$ cat src/rtl/int_top_buff_rx.sv
// int_top_buff_rx: UART rx (8N1, or 8E1 when BUFF_RX_PARITY_EN is defined) feeding a one-entry last-wins guess buffer; in: clk, nRst (async low), rx_serial, rec_ready; out: guess[7:0], err_LED
module int_top_buff_rx #(
  parameter int CLKS_PER_BIT = 1250,
  parameter int DATA_BITS = 8
) (
  input  logic       clk,
  input  logic       nRst,
  input  logic       rx_serial,
  input  logic       rec_ready,
  output logic       err_LED,
  output logic [7:0] guess
);
  localparam int CW = $clog2(CLKS_PER_BIT) + 1;
  localparam logic [CW-1:0] HALF = CW'(CLKS_PER_BIT / 2);
  localparam logic [CW-1:0] LAST = CW'(CLKS_PER_BIT - 1);
  localparam logic [2:0] MSB = 3'(DATA_BITS - 1);
`ifdef BUFF_RX_PARITY_EN
  typedef enum logic [2:0] {IDLE, START, DATA, PARITY, STOP, CLEANUP} state_t;
`else
  typedef enum logic [2:0] {IDLE, START, DATA, STOP, CLEANUP} state_t;
`endif
  state_t state;
  logic rx_meta, rx_sync, pend_valid, frame_ok;
  logic [CW-1:0] cnt;
  logic [2:0] bit_idx;
  logic [7:0] shift, pending;
`ifdef BUFF_RX_PARITY_EN
  logic par_err;
  assign frame_ok = rx_sync && !par_err;
`else
  assign frame_ok = rx_sync;
`endif
  always_ff @(posedge clk or negedge nRst)
    if (!nRst) begin
      rx_meta <= 1'b1;
      rx_sync <= 1'b1;
      state <= IDLE;
      cnt <= '0;
      bit_idx <= '0;
      shift <= '0;
      pending <= '0;
      pend_valid <= 1'b0;
      guess <= '0;
      err_LED <= 1'b0;
`ifdef BUFF_RX_PARITY_EN
      par_err <= 1'b0;
`endif
    end else begin
      rx_meta <= rx_serial;
      rx_sync <= rx_meta;
      if (pend_valid && rec_ready) begin
        guess <= pending;
        pend_valid <= 1'b0;
      end
      case (state)
        IDLE:
          if (!rx_sync) begin
            state <= START;
            cnt <= '0;
            bit_idx <= '0;
          end
        START:
          if (cnt == HALF) begin
            state <= rx_sync ? IDLE : DATA;
            cnt <= '0;
          end else cnt <= cnt + 1'b1;
        DATA:
          if (cnt == LAST) begin
            cnt <= '0;
            shift[bit_idx] <= rx_sync;
            bit_idx <= bit_idx + 1'b1;
`ifdef BUFF_RX_PARITY_EN
            if (bit_idx == MSB) state <= PARITY;
`else
            if (bit_idx == MSB) state <= STOP;
`endif
          end else cnt <= cnt + 1'b1;
`ifdef BUFF_RX_PARITY_EN
        PARITY:
          if (cnt == LAST) begin
            cnt <= '0;
            par_err <= rx_sync ^ (^shift);
            state <= STOP;
          end else cnt <= cnt + 1'b1;
`endif
        STOP:
          if (cnt == LAST) begin
            cnt <= '0;
            state <= CLEANUP;
            if (frame_ok) begin
              pending <= shift;
              pend_valid <= 1'b1;
              err_LED <= 1'b0;
            end else err_LED <= 1'b1;
          end else cnt <= cnt + 1'b1;
        CLEANUP: state <= IDLE;
        default: state <= IDLE;
      endcase
    end
endmodule

$ cat config.mk
export PLATFORM = sky130hd
export DESIGN_NAME = int_top_buff_rx
export DESIGN_NICKNAME = d
export VERILOG_FILES = /design/src/rtl/int_top_buff_rx.sv
export SDC_FILE = /design/constraint.sdc
export NUM_CORES = 1
export LEC_CHECK = 0
export CAP_MARGIN = 25
export CORE_ASPECT_RATIO = 0.8
export CORE_UTILIZATION = 45
export CTS_BUF_LIST = sky130_fd_sc_hd__clkbuf_2
export DETAILED_ROUTE_END_ITERATION = 8
export PLACE_DENSITY = 0.7
export SLEW_MARGIN = 20
export SYNTH_ARGS = -nofsm -noshare
export SYNTH_HDL_FRONTEND = slang
export SYNTH_SLANG_ARGS = --single-unit
$ cat constraint.sdc
create_clock -name clk -period 7 [get_ports clk]
set_clock_uncertainty 0.2 [all_clocks]
set_input_delay 1.4 -clock clk [delete_from_list [all_inputs] [get_ports clk]]
set_output_delay 1.4 -clock clk [all_outputs]
set_load 0.1 [all_outputs]
==> results of run 1 <==
[metrics by stage]
| step | cells | power [mW] | cell area (µm²) | worst slack (ns) | hold slack (ns) |
|---|---|---|---|---|---|
| finish | 262 | 0.3816 | 2424 | 3.478 | 0.1734 |
| global route | 262 | 0.4028 | 2424 | 3.348 | 0.1772 |
| CTS | 262 | 0.3882 | 2421 | 3.440 | 0.1741 |
| detailed placement | 254 | 0.2803 | 2379 | 3.930 | 0.1494 |
| global placement | 254 | 0.2803 | 2379 | 3.950 | 0.1462 |
| floorplan | 190 | 0.2733 | 2252 | 4.423 | 0.1452 |
[layer usage]
| layer | part of all wire, % | global-route usage [%] | wire, µm | vias to the layer above |
|---|---|---|---|---|
| met4 | 0.74 | 5.357 | 27 | 0 |
| met5 | 0 | 0 | 0 | - |
| met1 | 54 | 24.93 | 1965 | 667 |
| met3 | 2.9 | 3.750 | 106 | 2 |
| li1 | - | - | - | 716 |
| met2 | 42 | 23.32 | 1528 | 20 |
[cells in the mapped netlist, drive strengths merged, types with 2 or more instances]
| library cell | n | area (µm²) |
|---|---|---|
| a21o | 2 | 15.01 |
| a21oi | 2 | 10.01 |
| a22o | 12 | 105.1 |
| buf | 5 | 41.28 |
| clkbuf | 3 | 22.51 |
| dfrtp | 44 | 1101 |
| dfstp | 2 | 52.55 |
| ha | 4 | 50.05 |
| inv | 3 | 11.26 |
| mux2 | 25 | 281.5 |
| nand2 | 14 | 52.55 |
| nand3 | 4 | 20.02 |
| nand3b | 2 | 15.01 |
| nor2 | 19 | 92.59 |
| nor3 | 8 | 45.04 |
| nor4 | 2 | 12.51 |
| nor4b | 3 | 38.79 |
| o21ai | 10 | 50.05 |
| or2b | 2 | 17.52 |
| or3 | 2 | 12.51 |
| or4bb | 2 | 22.52 |
[kinds of logic after synthesis]
family / count (synthesis) / share of synthesized area, %
simple gates: 70 / 19.33
flops: 46 / 51.22
compound gates: 33 / 10.94
mux: 26 / 12.94
buf+inv: 11 / 3.332
fa+ha+maj: 4 / 2.222
[registers in the layout (all words and copies together), names as in the netlist]
signal	cells
shift	8
frame_ok	1
pending	8
err_LED	1
cnt	12
state	3
guess	8
rx_meta	1
bit_idx	3
pend_valid	1
[area by class of cell]
type                       instances  area [µm²]  area share [%]
timing repair buffer              12       117.6           4.853
inverter                           3       11.26          0.4646
multi-input combinational        133        1023           42.23
clock buffer                       7       35.03           1.446
clock inverter                     1       7.507          0.3098
sequential                        46        1154           47.60
tap                               60       75.07           3.098
[report_power, final]
part / switching [mW] / total (mW) / internal [mW]
Combinational: 0.00530 / 0.00703 / 0.00173
Sequential: 0.00106 / 0.268 / 0.267
Clock: 0.0785 / 0.106 / 0.0277
[final timing paths]
path,end,from,slack (ns)
max reg2reg,cnt[3],cnt[1],3.90
max in group asynchronous,cnt[8],nRst,5.44
max,guess[6],guess[6],3.48
min in group asynchronous,shift[6],nRst,0.77
min reg2reg,frame_ok,rx_meta,0.17
min,frame_ok,rx_meta,0.17
[layout by cell type (no fill, tap or decap), types with 3 or more instances in the layout]
cell type and instances:
dfrtp_1 44, mux2_2 23, nor2_1 16, nand2_1 14, a22o_1 12, clkdlybuf4s50_1 11
nor3_1 7, clkbuf_2 7, o21ai_1 6, nand3_1 4, o21ai_0 4, ha_1 4
inv_1 3
==> impl_results.md, run 1 <==
* WP data arrival at 1.92 ns
* Cts repair resizes at 0
* CTS clk-pin slew, worst paths at 0.22 ns
* Pleak at 1.134 nW
* Post-CTS Hold Fix Bufs at 0
* Syn Nets at 198
* Setup TNS at 0 ns
* Clock Latency Late Sink at 0.38 ns
* Number of port buffers at 12
* Dominant synthesized flop cell: dfrtp_1
* Tightest Hold Check Type: flop to flop
* Overall Global Routing Usage at 16.57%
* Number of diodes at 0
* Final setup violation count at 0
* DRT Pass-1 Iters at 4
* Vias per std cell at 5.363
* Peak Freq at 284.0 MHz
* Crit. path cell count at 1
* First-pass GRT wire length at 6.561 mm
* Clock root buffer: clkbuf_2
* Max-slew violations at 0
* Worst Path Max Fanout at 2
* GR Overflow Total at 0
* Vias in the first global route at 1409
* Nets at 209
* Antenna-violating nets left at 0
* CORE AREA at 0.004707 mm²
* CTS max path bufs at 2
* Fillers at 418
* Die Ht at 65.28 µm
* Avg Cell Area, Syn at 11.85 µm²
* Post-DP HPWL at 2.491 mm
* Initial drt markers at 46
* CP peak stage delay at 1.13 ns
* Wirelength per Cell at 13.84 µm
* Post-synthesis register bit count at 46
* Detailed-route wire length at 3.627 mm
* Crit path kind: flop to primary output
* Die area at 0.005293 mm²
* Die Wd at 81.10 µm
* Worst reg2reg path depth at 7
* Startpoint Class: flop
* IO Pins at 13
* Antenna violations before repair at 0
* Vias at 1405
* Max-cap violations at 0
* CTS H-tree depth at 2
* Num CTS Buffers at 5
* CP max stage cell: clkdlybuf4s50_1
* Seq/Total Area, Yosys at 51.22%
* Area delta synth->final at 7.611%
* Critical Path End Type: primary output
* Tmin final at 3.522 ns
* Synth warn at 0
* Post-synthesis cell type count at 51
* CTS tree: done
* RSZ-0062 raised after global routing: no
* # rows at 22
* Largest vdd supply drop at 0.08679 mV
* Share of cells above drive strength 1 at 23.76%
* Final period util at 50.31%
* Largest net degree at the start of global routing at 47
* Drt drc at 0
* RD Place Congestion at 0.8248
* Worst-path cell chain: clkdlybuf4s50_1
* CTS Sinks at 46
* Postcts setup bufs at 0
* Final Hold Fails at 0
* Worst Tran Pin Value at 0.9633 ns
* Buffer and inverter count on the worst path at 1
* Async set or reset register ratio after synthesis at 100.0%
* Worst Hold Depth at 0
* Pwr dens at 157.5 mW/mm²
* Slew margin rel. at 35.58%
* Status: finished clean
* Starting Density at 47.85%
* Final core occ at 51.49%
* WP data required at 5.40 ns
* Top cell family by delay on the critical path: buffers and inverters
* Post-Syn Area at 0.002252 mm²
* Post-Syn Instances at 190
* Post-synth EDFFs at 0
(Power assumes the default switching activity.)
==> inputs of run 2 (changes only) <==
==> constraint.sdc (replaced) <==
create_clock -name clk -period 3.65 [get_ports clk]
set_clock_uncertainty 0.2 [all_clocks]
set_input_delay 0.73 -clock clk [delete_from_list [all_inputs] [get_ports clk]]
set_output_delay 0.73 -clock clk [all_outputs]
set_load 0.1 [all_outputs]
==> impl_results.md, run 2 (synthesis results as in run 1) <==
* Status: finished clean
* Tmin final at 3.164 ns
* Initial drt markers at 97 (+110%)
* Most common cell after layout, fill and taps aside: dfrtp_1
* Critical Path End Type: flop
* Reg with most FFs: cnt
* WP data arrival at 3.27 ns (+1.35 ns)
* Final period util at 86.69%
* CTS H-tree depth at 2 (unchanged)
* Final setup violation count at 0 (unchanged)
* Clock Latency Late Sink at 0.40 ns (+0.02 ns)
* Commonest non-fill, non-tap cells in the layout: 44 x dfrtp_1, 23 x mux2_2, 16 x nor2_1
* Tightest Hold Check Type: input port to asynchronous set/reset pin
* Max-cap violations at 0 (unchanged)
* Pwr dens at 326.3 mW/mm² (+110%)
* CP peak stage delay at 0.65 ns (-0.48 ns)
* Power after layout at 0.7977 mW (+110%)
* Post-DP HPWL at 2.656 mm (+6.6%)
* Startpoint Class: flop
* Fillers at 419 (+0.24%)
* CORE AREA at 0.004707 mm² (unchanged)
* RD Place Congestion at 0.8492 (+3.0%)
* First-pass GRT wire length at 6.582 mm (+0.32%)
* Antenna violations before repair at 0 (unchanged)
* Detailed-route wire length at 3.773 mm (+4.0%)
* Clock root buffer: clkbuf_2
* Post-CTS Hold Fix Bufs at 0 (unchanged)
* Final Hold Fails at 0 (unchanged)
* Number of diodes at 0 (unchanged)
* CTS tree: done
* Area delta synth->final at 8.555%
* Max-slew violations at 0 (unchanged)
* Cts repair resizes at 0 (unchanged)
* Share of cells above drive strength 1 at 23.27% (-0.50 points)
* Postcts setup bufs at 0 (unchanged)
* Drt drc at 0 (unchanged)
* CTS Sinks at 46 (unchanged)
* Die Wd at 81.10 µm (unchanged)
* Placed insts at 254 (unchanged)
* Crit path kind: flop to flop
* CTS clk-pin slew, worst paths at 0.22 ns (about the same)
* Nets at 209 (unchanged)
* CTS max path bufs at 2 (unchanged)
* Worst Path Max Fanout at 13 (+11)
* Peak Freq at 316.0 MHz
* Vias at 1449 (+3.1%)
* Die area at 0.005293 mm² (unchanged)
* Slew margin rel. at 34.39% (-1.2 points)
* Wirelength per Cell at 14.40 µm (+4.0%)
* Starting Density at 47.85% (unchanged)
* Vias per std cell at 5.531 (+3.1%)
* Worst R2R Setup Slack at 0.49 ns (-3.41 ns)
* Overall Global Routing Usage at 16.60% (+0.030 points)
* Final instance count without filler cells at 262 (unchanged)
* RSZ-0062 raised after global routing: no
* Worst Tran Pin Value at 0.9811 ns (+0.01779 ns)
* DRT Pass-1 Iters at 4 (unchanged)
* Area after DPL at 0.002379 mm² (unchanged)
* IO Pins at 13 (unchanged)
* Register area at 0.001154 mm² (unchanged)
* Die Ht at 65.28 µm (unchanged)
* Antenna-violating nets left at 0 (unchanged)
* CP max stage cell: or4_4
* Setup TNS at 0 ns (unchanged)
* Largest net degree at the start of global routing at 47 (unchanged)
* Num CTS Buffers at 5 (unchanged)
* WP data required at 3.75 ns (-1.65 ns)
* Vias in the first global route at 1386 (-1.6%)
* Worst-path cell chain: inv_1, ha_1, or4b_4, or4_4, a2bb2oi_2, nor2_2, a221o_1
* Number of port buffers at 12 (unchanged)
* Hold slack at 0.07768 ns (-0.09572 ns)
* GR Overflow Total at 0 (unchanged)
* Area of the multi-input gates at 0.001023 mm² (unchanged)
* Max FFs per register at 12 (unchanged)
* # rows at 22 (unchanged)
* Design Area, Final at 0.002445 mm² (+0.88%)
* Largest vdd supply drop at 0.2040 mV (+140%)
* Pleak at 1.145 nW (+1.0%)
run 2: final cells by class:
type                       count  area share, %
sequential                    46          47.19
clock inverter                 2          1.382
multi-input combinational    133          41.86
inverter                       3         0.4606
clock buffer                   6          1.228
tap                           60          3.071
timing repair buffer          12          4.811
run 2: path summary, 6_finish.rpt:
| path | start | end | cells after the start |
|---|---|---|---|
| max in group asynchronous | nRst | rx_meta | 1 |
| hold / removal | nRst | state[2] | 1 |
| setup reg to reg | cnt[1] | cnt[3] | 7 |
| min in group clk | rx_meta | frame_ok | 0 |
| setup / recovery | cnt[1] | cnt[3] | 7 |
| hold reg to reg | rx_meta | frame_ok | 0 |
run 2: worst max-delay path, delay by kind of cell (launching register included):
kind                       cells  cell delay (ns)
buffers and inverters          1             0.07
and+or+nand+nor                3             1.33
AOI/OAI and AO/OA              2             0.89
adders and majority gates      1             0.14
DFF                            1             0.45
run 2: per-layer routing:
layer	up-vias	GRT usage (%)	routed length, µm
met5	-	0	0
met4	0	6.250	38
met3	4	3.750	157
met2	38	23.21	1557
met1	694	24.75	2020
li1	713	-	-
run 2: metrics by stage:
| step | util (%) | setup slack (ns) |
|---|---|---|
| after floorplan | - | 1.073 |
| after global placement | 50.53 | 0.6318 |
| after detailed placement | 50.53 | 0.5119 |
| after CTS | 51.89 | 0.4822 |
| after global routing | 51.94 | 0.3441 |
| final | 51.94 | 0.4859 |
run 2: power by group:
part,total (mW),internal [mW],switching (mW)
Sequential,0.515,0.513,0.00216
Clock,0.270,0.117,0.153
Combinational,0.0132,0.00333,0.00989
